<file path="config.mk">
export PLATFORM = sky130hd
export DESIGN_NAME = imem_loader_flat
export DESIGN_NICKNAME = d
export VERILOG_FILES = /design/src/rtl/imem_loader_pkg.sv /design/src/rtl/imem_loader_if.sv /design/src/rtl/imem_loader.sv /design/src/flat_wrapper.sv
export SDC_FILE = /design/constraint.sdc
export NUM_CORES = 1
export LEC_CHECK = 0
export ABC_AREA = 1
export BUFFER_PORTS_ARGS = -buffer_cell sky130_fd_sc_hd__buf_2
export CORE_MARGIN = 2
export CORE_UTILIZATION = 53
export CTS_CLUSTER_DIAMETER = 100
export CTS_CLUSTER_SIZE = 20
export DETAILED_ROUTE_END_ITERATION = 8
export PLACE_DENSITY = 0.84
export SYNTH_ARGS = -nofsm -noshare
export SYNTH_HDL_FRONTEND = slang
export SYNTH_SLANG_ARGS = --single-unit
</file>
<file path="constraint.sdc">
create_clock -name clk -period 5.3 [get_ports clk]
set_input_delay 1.06 -clock clk [delete_from_list [all_inputs] [get_ports clk]]
set_output_delay 1.06 -clock clk [all_outputs]
set_load 0.03 [all_outputs]
</file>
<file path="src/rtl/imem_loader_pkg.sv">
// imem_loader_pkg: shared state encoding and default word width for the program loader
package loader_pkg;
  localparam int XLEN_DEF = 32;
  typedef enum logic [2:0] {IDLE, LOAD, HOLD, RUN, ERR} loader_state_t;
endpackage

</file>
<file path="src/rtl/imem_loader_if.sv">
// imem_loader_if: valid/ready instruction-word stream feeding the loader
interface imem_loader_if
  import loader_pkg::*;
#(
  parameter int XLEN = XLEN_DEF
);
  logic            in_valid;
  logic            in_ready;
  logic [XLEN-1:0] in_data;
  logic            in_last;
  modport master(output in_valid, in_data, in_last, input in_ready);
  modport slave(input in_valid, in_data, in_last, output in_ready);
endinterface

</file>
<file path="src/rtl/imem_loader.sv">
// imem_loader: streams an instruction image into imem and holds the CPU in reset until it settles
// Optional running checksum of written words when LOADER_CHECKSUM_EN is defined.
module imem_loader
  import loader_pkg::*;
#(
  parameter int XLEN = XLEN_DEF,
  parameter int DEPTH = 256,
  parameter int RESET_HOLD = 4,
  localparam int ADDR_W = $clog2(DEPTH)
) (
  input  logic              clk,
  input  logic              reset,
  input  logic              start,
  imem_loader_if.slave      s,
  output logic              imem_we,
  output logic [ADDR_W-1:0] imem_addr,
  output logic [XLEN-1:0]   imem_wdata,
  output logic              load_ins,
  output logic              cpu_reset,
  output logic              done,
  output logic              overflow,
  output logic [ADDR_W:0]   word_count
`ifdef LOADER_CHECKSUM_EN
  ,
  output logic [XLEN-1:0]   checksum
`endif
);
  localparam int HW = $clog2(RESET_HOLD + 1);
  localparam logic [ADDR_W:0] WC_MAX = (ADDR_W + 1)'(DEPTH);
  loader_state_t state;
  logic [HW-1:0] hold_cnt;
  logic rdy;
  logic accept;
  assign s.in_ready = rdy;
  // rdy is only ever high in LOAD, so it alone qualifies the handshake
  assign accept = s.in_valid && rdy;
  always_ff @(posedge clk) begin
    if (reset) begin
      state      <= IDLE;
      hold_cnt   <= '0;
      rdy        <= 1'b0;
      load_ins   <= 1'b0;
      cpu_reset  <= 1'b1;
      imem_we    <= 1'b0;
      imem_addr  <= '0;
      imem_wdata <= '0;
      done       <= 1'b0;
      overflow   <= 1'b0;
      word_count <= '0;
`ifdef LOADER_CHECKSUM_EN
      checksum   <= '0;
`endif
    end else begin
      imem_we <= 1'b0;
      case (state)
        IDLE, RUN, ERR: if (start) begin
          state      <= LOAD;
          rdy        <= 1'b1;
          load_ins   <= 1'b1;
          cpu_reset  <= 1'b1;
          done       <= 1'b0;
          overflow   <= 1'b0;
          word_count <= '0;
          hold_cnt   <= '0;
`ifdef LOADER_CHECKSUM_EN
          checksum   <= '0;
`endif
        end
        LOAD: if (accept) begin
          imem_we    <= 1'b1;
          imem_addr  <= word_count[ADDR_W-1:0];
          imem_wdata <= s.in_data;
          word_count <= (word_count == WC_MAX) ? word_count : word_count + 1'b1;
`ifdef LOADER_CHECKSUM_EN
          checksum   <= checksum + s.in_data;
`endif
          if (s.in_last) begin
            state    <= HOLD;
            rdy      <= 1'b0;
            load_ins <= 1'b0;
          end else if (word_count == WC_MAX - 1'b1) begin
            state    <= ERR;
            rdy      <= 1'b0;
            load_ins <= 1'b0;
            overflow <= 1'b1;
          end
        end
        // the final write is visible the cycle HOLD is entered; count from there
        HOLD: if (hold_cnt == HW'(RESET_HOLD - 1)) begin
          state     <= RUN;
          cpu_reset <= 1'b0;
          done      <= 1'b1;
        end else begin
          hold_cnt <= hold_cnt + 1'b1;
        end
        default: state <= IDLE;
      endcase
    end
  end
endmodule

</file>
<file path="src/flat_wrapper.sv">
// flat-port wrapper written by rule: the top's interface ports become plain ports
module imem_loader_flat import loader_pkg::*;
#(
  parameter int XLEN = XLEN_DEF,
  parameter int DEPTH = 256,
  parameter int RESET_HOLD = 4,
  localparam int ADDR_W = $clog2(DEPTH)
)
  (clk, reset, start, imem_we, imem_addr, imem_wdata, load_ins, cpu_reset, done, overflow, word_count, s_in_valid, s_in_data, s_in_last, s_in_ready);
  imem_loader_if #(.XLEN(XLEN)) s_i ();
  input  logic clk;
  input  logic reset;
  input  logic start;
  output logic imem_we;
  output logic [ADDR_W-1:0] imem_addr;
  output logic [XLEN-1:0] imem_wdata;
  output logic load_ins;
  output logic cpu_reset;
  output logic done;
  output logic overflow;
  output logic [ADDR_W:0] word_count;
  input wire logic [$bits(s_i.in_valid)-1:0] s_in_valid;
  input wire logic [$bits(s_i.in_data)-1:0] s_in_data;
  input wire logic [$bits(s_i.in_last)-1:0] s_in_last;
  output wire logic [$bits(s_i.in_ready)-1:0] s_in_ready;
  assign s_i.in_valid = s_in_valid;
  assign s_i.in_data = s_in_data;
  assign s_i.in_last = s_in_last;
  assign s_in_ready = s_i.in_ready;
  imem_loader #(.XLEN(XLEN), .DEPTH(DEPTH), .RESET_HOLD(RESET_HOLD)) u_core (.clk(clk), .reset(reset), .start(start), .s(s_i), .imem_we(imem_we), .imem_addr(imem_addr), .imem_wdata(imem_wdata), .load_ins(load_ins), .cpu_reset(cpu_reset), .done(done), .overflow(overflow), .word_count(word_count));
endmodule
</file>
; Yosys cells after proc, flatten, opt, wreduce, memory -nomap -nowiden
; Cells that the tools add are included.
[word_totals]
regBits = 60
[classes]
n_mux = 28
addsub = 2
reduce_logical = 13
n_eq_ne = 15
bitwise = 1
[ops]
columns = operator, n
row1 = two-way mux 9 bit, 3
row2 = two-way mux 3 bit, 7
row3 = case mux 9 bit (2 select lines), 1
row4 = AND reduction 4 bit, 3
row5 = two-way mux 1 bit, 11
row6 = adder 9 x 1 -> 9 bit (second input constant), 1
row7 = equality test 3 x 2 -> 1 bit (second input constant), 3
row8 = equality test 9 x 8 -> 1 bit (second input constant), 1
row9 = equality test 9 bit (second input constant), 1
row10 = case mux 3 bit (3 select lines), 1
row11 = inequality test 2 bit (second input constant), 4
row12 = case mux 1 bit (2 select lines), 4
row13 = inequality test 2 x 1 -> 1 bit (second input constant), 3
row14 = case mux 3 bit (2 select lines), 1
row15 = AND reduction 3 bit, 2
row16 = AND reduction 5 bit, 1
row17 = nonzero test 2 bit, 2
row18 = adder 3 x 1 -> 3 bit (second input constant), 1
row19 = equality test 3 x 1 -> 1 bit (second input constant), 1
row20 = equality test 3 bit (second input constant), 1
row21 = zero test 3 bit, 1
row22 = inequality test 3 x 2 -> 1 bit (second input constant), 1
row23 = OR reduction 3 bit, 1
row24 = AND reduction 2 bit, 1
row25 = other kinds (3), 3

; Depth between registers and ports, before layout
; Gate-level depths: netlist of run 1.
[depth]
word_depth = 5
ltp_mapped = 15
ltp_nobuf = 15

; Worst setup path before layout of run 1
; No wires, ideal clock.
[synth_path]
kind = reg-to-reg
start = reg u_core.word_count[0]
end = reg u_core.state[1]
stages_incl_launch_ff = 16
required_ns = 5.187
n_path_buf = 0
setup_time_ns = 0.113
setup_slack_ns = 3.338
arrival_time_ns = 1.849
period_less_slack_ns = 1.962
path_cell_list = dfxtp_1 ha_1 nand2_1 inv_1 nand2_1 nor2_1 nand2_1 nor2_1 ha_1 inv_1 nand2_1 nand2_1 nor2_1 nand2_1 nand2_1 nor2_1
[synth_between]
elab_chain_len = 3
[synth_rtl]
columns = item, line
row1 = from (decl), imem_loader.sv:22  ; output logic [ADDR_W:0] word_count
row2 = from (signal assigned), imem_loader.sv:73  ; word_count <= (word_count == WC_MAX) ? word_count : word_count + 1'b1;
row3 = equality test 9 x 8 -> 1 bit, imem_loader.sv:81  ; end else if (word_count == WC_MAX - 1'b1) begin
row4 = inequality test 3 x 2 -> 1 bit (no line), -
row5 = AND reduction 4 bit (no line), -
row6 = to (signal assigned), imem_loader.sv:78  ; state <= HOLD;
row7 = to (signal assigned), imem_loader.sv:82  ; state <= ERR;
row8 = to (signal assigned), imem_loader.sv:90  ; state <= RUN;
row9 = to (decl), imem_loader.sv:30  ; loader_state_t state;
; No other way between the ends.
; A chain may end at the register's enable or synchronous reset.

; Worst setup path in the final report of run 1
[layout_path]
start = in s_in_valid
end = reg u_core.imem_wdata[29]
[layout_between]
elab_chain_len = 2
[layout_rtl]
columns = item, line
row1 = from (decl), flat_wrapper.sv:22  ; input wire logic [$bits(s_i.in_valid)-1:0] s_in_valid;
row2 = logical AND 1 bit, imem_loader.sv:36  ; assign accept = s.in_valid && rdy;
row3 = AND reduction 2 bit (no line), -
row4 = to (signal assigned), imem_loader.sv:72  ; imem_wdata <= s.in_data;
row5 = to (decl), imem_loader.sv:17  ; output logic [XLEN-1:0] imem_wdata,
; No other way between the ends.

==> run summary, run 1 <==
# port buffers = 91
CP arrival = 2.54 ns
Post-CTS setup buffers = 0
Deepest clock path buffer count = 2
Inserted Clock Buffers = 9
Final Hold Vio Count = 0
Total wire length = 6088 um
Most frequent cells in the layout = buf_2 (91), nor2_1 (86), dfxtp_1 (60)
Total power = 1.423 mW
MaxCap Viol Count = 0
Yosys cell types = 28
Layout cells sized above 1 = 29.19%
DR DRC count = 0
WHS = 0.4530 ns
Synth warnings = 0
CP Class = in2reg
Sink Count = 60
Critical Path End Type = flip-flop
CP required = 5.52 ns
Final WS setup = 2.977 ns
Core Area = 0.004723 sq mm
Status = finished, final reports clean
Worst Skew = 0.007034 ns
Number of global-route vias before repair = 2321
Share of the core filled with cells = 68.42%
Seq cells post-synth = 60
Row count = 25
Most common cell after layout, fill and taps aside = buf_2
Largest cells by area after synthesis = dfxtp_1 (46%), nor2_1 (12%), o21ai_0 (8.7%), nand2_1 (7.2%), inv_1 (4.1%)
Post-cts sizing count = 0
# setup viols final = 0
Synth Net Count = 393
Post-Place Setup Slack = 2.616 ns
Fin nets = 479
Ant. Diodes = 0
Syn-to-layout area delta = 24.66%
Setup TNS = 0 ns
Die height = 73.94 um
Area leader, netlist = dfxtp_1
Placed cell areas = 0.003038 sq mm
Total gr overflow = 0
Final Wtd Congestion = 0.8904
First DRT Iteration DRCs = 115
Worst-case reg-to-reg path depth = 6
Initial Utilization = 54.89%
Later-pin clock latency in the skew report = 0.33 ns
ANT nets after route = 0
Dpl cells = 493
FMAX = 0.4304 GHz
Syn avg cell area = 7.386 sq um
Largest net degree at the start of global routing = 50
Hold WC Path Type = reg2reg
Tcrit/Tclk final = 43.83%
Finished Layout Cells = 509
Tightest Pin Transition = 1.184 ns
Worst-path clk slew = 0.06 ns
Avg WL per Cell = 11.96 um
Area share of the largest cell type after synthesis = 46.33%
GRT Overall Usage = 23.56%
Hold path cells = 2
Root buf cell = clkbuf_8
Post-DR vias/cell = 4.965
Maximum vdd drop = 272.7 uV
First-pass GRT wire length = 9949 um
Fin. max-slew vios = 0
CTS H-Tree Depth = 3
Main synth FF type = dfxtp_1
RSZ-0062 raised after global routing = false
Fin area = 0.003232 sq mm
Max FO, Critical Path = 49
Die Wd = 73.94 um
Post-synth EDFFs = 0
Sequential cell area fraction in the yosys report = 46.33%
Slew margin rel. = 20.97%
IO Pins = 92
Detailed placement HPWL = 4239 um
Number of antenna violations at the first check in global routing = 0
Vias = 2527
Leakage = 1.644 nW
Pwr dens = 440.3 mW/mm^2
Clock tree from TritonCTS = yes
# hold bufs at CTS = 0
Cell count after synthesis = 351
Startpoint class of the critical path = input port
Area of the die = 0.005467 sq mm
First-pass DRT Iterations = 4
Fin crit period = 2.323 ns
Post-synth ARST share = 0%
Mapped cell area = 0.002592 sq mm
[registers in the layout, indices dropped and copies added, names as in the netlist]
register / cells
u_core.imem_wdata: 32
u_core.word_count: 9
u_core.imem_addr: 8
u_core.hold_cnt: 3
u_core.state: 3
u_core.cpu_reset: 1
u_core.done: 1
u_core.imem_we: 1
u_core.load_ins: 1
u_core.overflow: 1
[cells by family (layout without fill, tap and decap cells)]
family          count (synthesis)  in the layout  share of synthesized area, %
simple gates                  164            164                         27.03
compound gates                 74             74                         15.83
buf+inv                        48            139                         8.397
flops                          60             60                         46.33
fa+ha+maj                       5              5                         2.413
[final timing paths]
check / start / end / slack (ns)
setup reg to reg: u_core.state[0] / u_core.imem_wdata[29] / 3.21
setup / recovery: s_in_valid / u_core.imem_wdata[29] / 2.98
hold reg to reg: u_core.overflow / u_core.overflow / 0.45
hold / removal: u_core.overflow / u_core.overflow / 0.45
[routing by layer]
| layer | routed length [um] | part of all wire (%) | GRT usage [%] | up-vias |
|---|---|---|---|---|
| met5 | 0 | 0 | 0 | - |
| met4 | 138 | 2.3 | 12.53 | 0 |
| met3 | 444 | 7.3 | 6.369 | 15 |
| met2 | 2827 | 46 | 38.99 | 100 |
| met1 | 2679 | 44 | 27.96 | 1122 |
| li1 | - | - | - | 1290 |
[cells in the mapped netlist, types with 4 or more instances]
master     n
nor2_1    86
dfxtp_1   60
nand2_1   50
o21ai_0   45
inv_1     28
a21oi_1   19
nand3_1   10
clkbuf_1   7
ha_1       5
nand3_2    5
a21oi_2    4
buf_4      4
[worst max-delay path: stages]
cell and delay (ns):
buf_2 0.07, nand2_1 0.08, nor2_2 0.11, buf_4 0.36, inv_1 0.52, nor2_1 0.24, nor2_1 0.07
[cell type report]
cell class,instances,area (sq um)
clock buffers,12,145.1
well taps,67,83.83
clock inverters,4,48.80
multi-input cells,243,1174
flip-flops and latches,60,1201
inverters,31,116.4
repair buffers,92,462.9
fillers,412,1491
[where the power goes]
group,internal (mW),switching (mW),total (mW)
Clock,0.229,0.172,0.402
Sequential,0.507,0.0406,0.548
Combinational,0.137,0.337,0.473
(Power assumes the default switching activity.)
==> run 2, diff against run 1 <==
- CORE_UTILIZATION: 53 -> 49
- PLACE_DENSITY: 0.84 -> 0.79
- clock period: 5.3 -> 2.15 ns (I/O delays scaled with it)
==> run summary, run 2 (synthesis results as in run 1) <==
Status = finished, final reports clean
Startpoint class of the critical path = flip-flop
# port buffers = 91
Finished Layout Cells = 514
Maximum vdd drop = 525.2 uV
Largest delay share family, worst path = simple AND/OR/NAND/NOR gates
Deepest clock path buffer count = 2
CP Class = reg2reg
Ant. Diodes = 0
Worst path bufs/invs = 2
Fin nets = 481
Largest net degree at the start of global routing = 49
Total gr overflow = 0
Slew margin rel. = 33.44%
Clock tree from TritonCTS = yes
DR DRC count = 0
# setup viols final = 0
First-pass DRT Iterations = 5
Sink Count = 60
Fin crit period = 1.900 ns
Vias = 2537
First-pass GRT wire length = 10360 um
Most frequent cells in the layout = buf_2 (91), nor2_1 (86), dfxtp_1 (59)
Number of global-route vias before repair = 2349
Max reg flops = 32
Avg WL per Cell = 12.00 um
Hold WC Path Type = in2reg
Number of antenna violations at the first check in global routing = 0
Most used cell, CP = nand2_1
Layout cells sized above 1 = 30.18%
WHS = 0.3215 ns
Most common cell after layout, fill and taps aside = buf_2
Core Area = 0.005107 sq mm
Final Hold Vio Count = 0
Post-DR vias/cell = 4.936
Slowest stage delay, CP = 0.39 ns
CTS H-Tree Depth = 3
CP required = 2.37 ns
Final WS setup = 0.2502 ns
Placed cell areas = 0.003057 sq mm
Leakage = 1.652 nW
First DRT Iteration DRCs = 109
Root buf cell = clkbuf_8
Die Wd = 76.74 um
MaxCap Viol Count = 0
Crit-path cells = ha_1 > nand2_1 > inv_1 > nand2_1 > nor2_1 > nand2_1 > nor2_1 > ha_1 > inv_1 > nand2_1 > nand2_1 > nor2_1 > nand2_1 > nand2_1 > nor2_1
Fin area = 0.003246 sq mm
Critical Path End Type = flip-flop
IO Pins = 92
FMAX = 0.5264 GHz
Setup TNS = 0 ns
Filler cells = 489
Dpl cells = 498
GRT Overall Usage = 21.64%
Syn-to-layout area delta = 25.19%
Row count = 26
CP arrival = 2.12 ns
Max FO, Critical Path = 5
RSZ-0062 raised after global routing = false
Initial Utilization = 50.76%
Share of the core filled with cells = 63.55%
Biggest register = u_core.imem_wdata
Pwr dens = 1063 mW/mm^2
Die height = 76.74 um
Tcrit/Tclk final = 88.36%
ANT nets after route = 0
Later-pin clock latency in the skew report = 0.33 ns
Slowest-stage cell, CP = dfxtp_1
Fin. max-slew vios = 0
Total wire length = 6167 um
Worst Skew = 0.01079 ns
Largest registers = u_core.imem_wdata x32, u_core.word_count x9, u_core.imem_addr x8
Inserted Clock Buffers = 9
Final Wtd Congestion = 0.8415
Detailed placement HPWL = 4360 um
Area of the die = 0.005888 sq mm
Total power = 3.451 mW
Worst-path clk slew = 0.07 ns
Tightest Pin Transition = 0.9973 ns
Post-Place Setup Slack = 0.2463 ns
## run 2: changes by cell type in the layout (fill, tap and decap cells not counted)
cell and change:
buf_4 +2, clkbuf_1 -2, clkbuf_8 +2, bufinv_16 -1, clkinv_2 +1, clkinv_4 -1, clkinvlp_4 +1, dfxtp_1 -1
dfxtp_2 +1
## run 2: tightest hold or removal path: cells and delay by family
family	cells	cell delay, ns
and+or+nand+nor	2	0.11
buffers and inverters	1	0.07
## run 2: repair_timing
action / CTS / global route
hold buffers: 0 / 0
endpoints found under the setup margin: 0 / 1
buffers inserted: 0 / 0
gates resized for setup: 0 / 1
## run 2: worst paths after layout
path,from,end,slack (ns),depth (start not counted)
hold reg to reg,u_core.overflow,u_core.overflow,0.44,2
hold / removal,s_in_data[18],u_core.imem_wdata[18],0.32,3
setup / recovery,u_core.word_count[1],u_core.state[1],0.25,15
setup reg to reg,u_core.word_count[1],u_core.state[1],0.25,15
## run 2: cell type report
| class | instances | area, sq um | area share (%) |
|---|---|---|---|
| Sequential cell | 60 | 1202 | 37.05 |
| Multi-Input combinational cell | 243 | 1174 | 36.16 |
| Timing Repair Buffer | 94 | 478.0 | 14.73 |
| Clock buffer | 12 | 165.2 | 5.089 |
| Inverter | 31 | 116.4 | 3.585 |
| Tap cell | 70 | 87.58 | 2.699 |
| Clock inverter | 4 | 22.52 | 0.6939 |
## run 2: metal layers
layer | up-vias | wire, um | track usage (%)
met5 | - | 0 | 0
met2 | 83 | 2858 | 34.30
met4 | 0 | 71 | 6.909
met3 | 7 | 435 | 8.000
li1 | 1293 | - | -
met1 | 1154 | 2802 | 27.35
## run 2: where the power goes
group	internal (mW)	leakage (nW)	total, mW	switching (mW)
clock network	0.506	0.0982	0.940	0.433
logic	0.339	1.07	1.17	0.827
registers	1.25	0.487	1.35	0.0942
total	2.10	1.65	3.45	1.35
==> run 3, diff against run 2 <==
- CORE_UTILIZATION: 49 -> 25
- PLACE_DENSITY: 0.79 -> unset
==> run summary, run 3 (synthesis results as in run 1) <==
Setup TNS = 0 ns
# setup viols final = 0
Vias = 2512
Tcrit/Tclk final = 88.33%
Placed cell areas = 0.003139 sq mm
Levels on crit path = 15
Flop pwr share = 37.8%
Slew margin rel. = 32.45%
# port buffers = 91
Final Hold Vio Count = 0
Sink Count = 60
Worst-path clk slew = 0.07 ns
ANT nets after route = 0
Total gr overflow = 0
RR Startpoint = u_core.word_count[0]
Hold WC Path Type = in2reg
Worst path bufs/invs = 2
CP arrival = 2.13 ns
Clock tree from TritonCTS = yes
IO Pins = 92
Fin nets = 481
Avg WL per Cell = 11.50 um
Largest registers = u_core.imem_wdata x32, u_core.word_count x9, u_core.imem_addr x8
RSZ-0062 raised after global routing = false
Post-cts sizing count = 0
Max reg flops = 32
Switching Fraction = 38.68%
Number of antenna violations at the first check in global routing = 0
First-pass DRT Iterations = 4
Number of global-route vias before repair = 2363
Fin area = 0.003342 sq mm
Inserted Clock Buffers = 9
DR DRC count = 0
Post-DR vias/cell = 4.331
Fin. max-slew vios = 0
Initial Utilization = 25.45%
Crit path from = u_core.word_count[0]
Comb power frac = 32.8%
Deepest clock path buffer count = 2
Flop2flop setup slack = 0.25 ns
Final Wtd Congestion = 0.8521
Tightest Pin Transition = 1.012 ns
Die height = 105.8 um
Worst Skew = 0.007995 ns
Hold path cells = 3
Critical Path End Type = flip-flop
Layout cells sized above 1 = 29.73%
Clock group share of total power = 29.4%
Fin crit period = 1.899 ns
Core Area = 0.01018 sq mm
Maximum vdd drop = 305.1 uV
Status = finished, final reports clean
Die Wd = 105.8 um
First-pass GRT wire length = 11130 um
# hold bufs at CTS = 0
Later-pin clock latency in the skew report = 0.34 ns
Row count = 37
MaxCap Viol Count = 0
Total wire length = 6669 um
Filler cells = 1111
Syn-to-layout area delta = 28.91%
Biggest register = u_core.imem_wdata
Leakage = 1.656 nW
Startpoint class of the critical path = flip-flop
Largest net degree at the start of global routing = 49
Ant. Diodes = 0
Psw = 1.378 mW
Most frequent cells in the layout = buf_2 (91), nor2_1 (86), dfxtp_1 (60)
Root buf cell = clkbuf_8
Max FO, Critical Path = 6
CP required = 2.38 ns
Worst-case reg-to-reg path depth = 15
Detailed placement HPWL = 4694 um
Pwr dens = 1066 mW/mm^2
Crit-path cells = ha_1 > nand2_1 > inv_1 > nand2_1 > nor2_1 > nand2_1 > nor2_1 > ha_1 > inv_1 > nand2_1 > nand2_1 > nor2_1 > nand2_1 > nand2_1 > nor2_1
Most used cell, CP = nand2_1
Most common cell after layout, fill and taps aside = buf_2
Critical Path Sink = u_core.state[1]
FMAX = 0.5266 GHz
Area of the die = 0.01120 sq mm
GRT Overall Usage = 12.44%
First DRT Iteration DRCs = 92
Largest delay share family, worst path = simple AND/OR/NAND/NOR gates
CP Class = reg2reg
Internal power = 2.185 mW
R2R Path End = u_core.state[1]
Post-CTS setup buffers = 0
CTS H-Tree Depth = 3
Slowest stage delay, CP = 0.41 ns
Slowest-stage cell, CP = dfxtp_1
run 3: cell types whose count changed in the layout (fill, tap and decap cells not counted), sizes merged:
cell,previous run,this run
bufinv,0,1
clkinv,3,2
run 3: metal layers:
layer,up-vias,part of all wire (%),track usage [%]
met5,-,0,0
met3,11,5.6,3.772
met2,70,44,18.99
met1,1140,47,15.62
met4,0,2.7,6.861
li1,1291,-,-
run 3: through the flow:
step                      hold slack (ns)  util, %  power, mW  instances  worst slack [ns]
after floorplan                    0.4390        -      2.307        351            0.1878
after global placement             0.4387    30.82      2.521        564            0.3281
after CTS                          0.2922    32.81      3.612        580            0.2510
after global routing               0.2911    32.81      3.817        580           0.05576
after detailed placement           0.4482    30.82      2.543        564            0.2535
final                              0.3068    32.81      3.563        580            0.2509
run 3: worst min-delay path by stage:
stage / from / slack, ns / to
after floorplan: u_core.hold_cnt[2] / 0.44 / u_core.hold_cnt[2]
after global placement: u_core.overflow / 0.44 / u_core.overflow
after detailed placement: u_core.cpu_reset / 0.45 / u_core.cpu_reset
after CTS: s_in_data[10] / 0.29 / u_core.imem_wdata[10]
after global routing: s_in_data[10] / 0.29 / u_core.imem_wdata[10]
final: s_in_data[10] / 0.31 / u_core.imem_wdata[10]
run 3: tightest hold or removal path: stages:
cell    delay [ns]
buf_2         0.07
nor2_1        0.03
nor2_1        0.08
run 3: power by group through the flow:
stage,clock network (mW),logic [mW],registers [mW]
2_1_floorplan,0,0.733,1.57
3_3_place_gp,0,1.16,1.36
3_5_place_dp,0,1.17,1.37
4_1_cts,1.09,1.17,1.35
5_1_grt,1.15,1.30,1.37
6_report,1.05,1.17,1.35
run 3: area by class of cell:
cell class                 instances  area, sq um  area share (%)
clock buffer                      12        155.1           4.642
clock inverter                     4        47.55           1.423
sequential                        60         1201           35.94
inverter                          31        116.4           3.482
multi-input combinational        243         1174           35.12
timing repair buffer              94        478.0           14.30
tap                              136        170.2           5.092
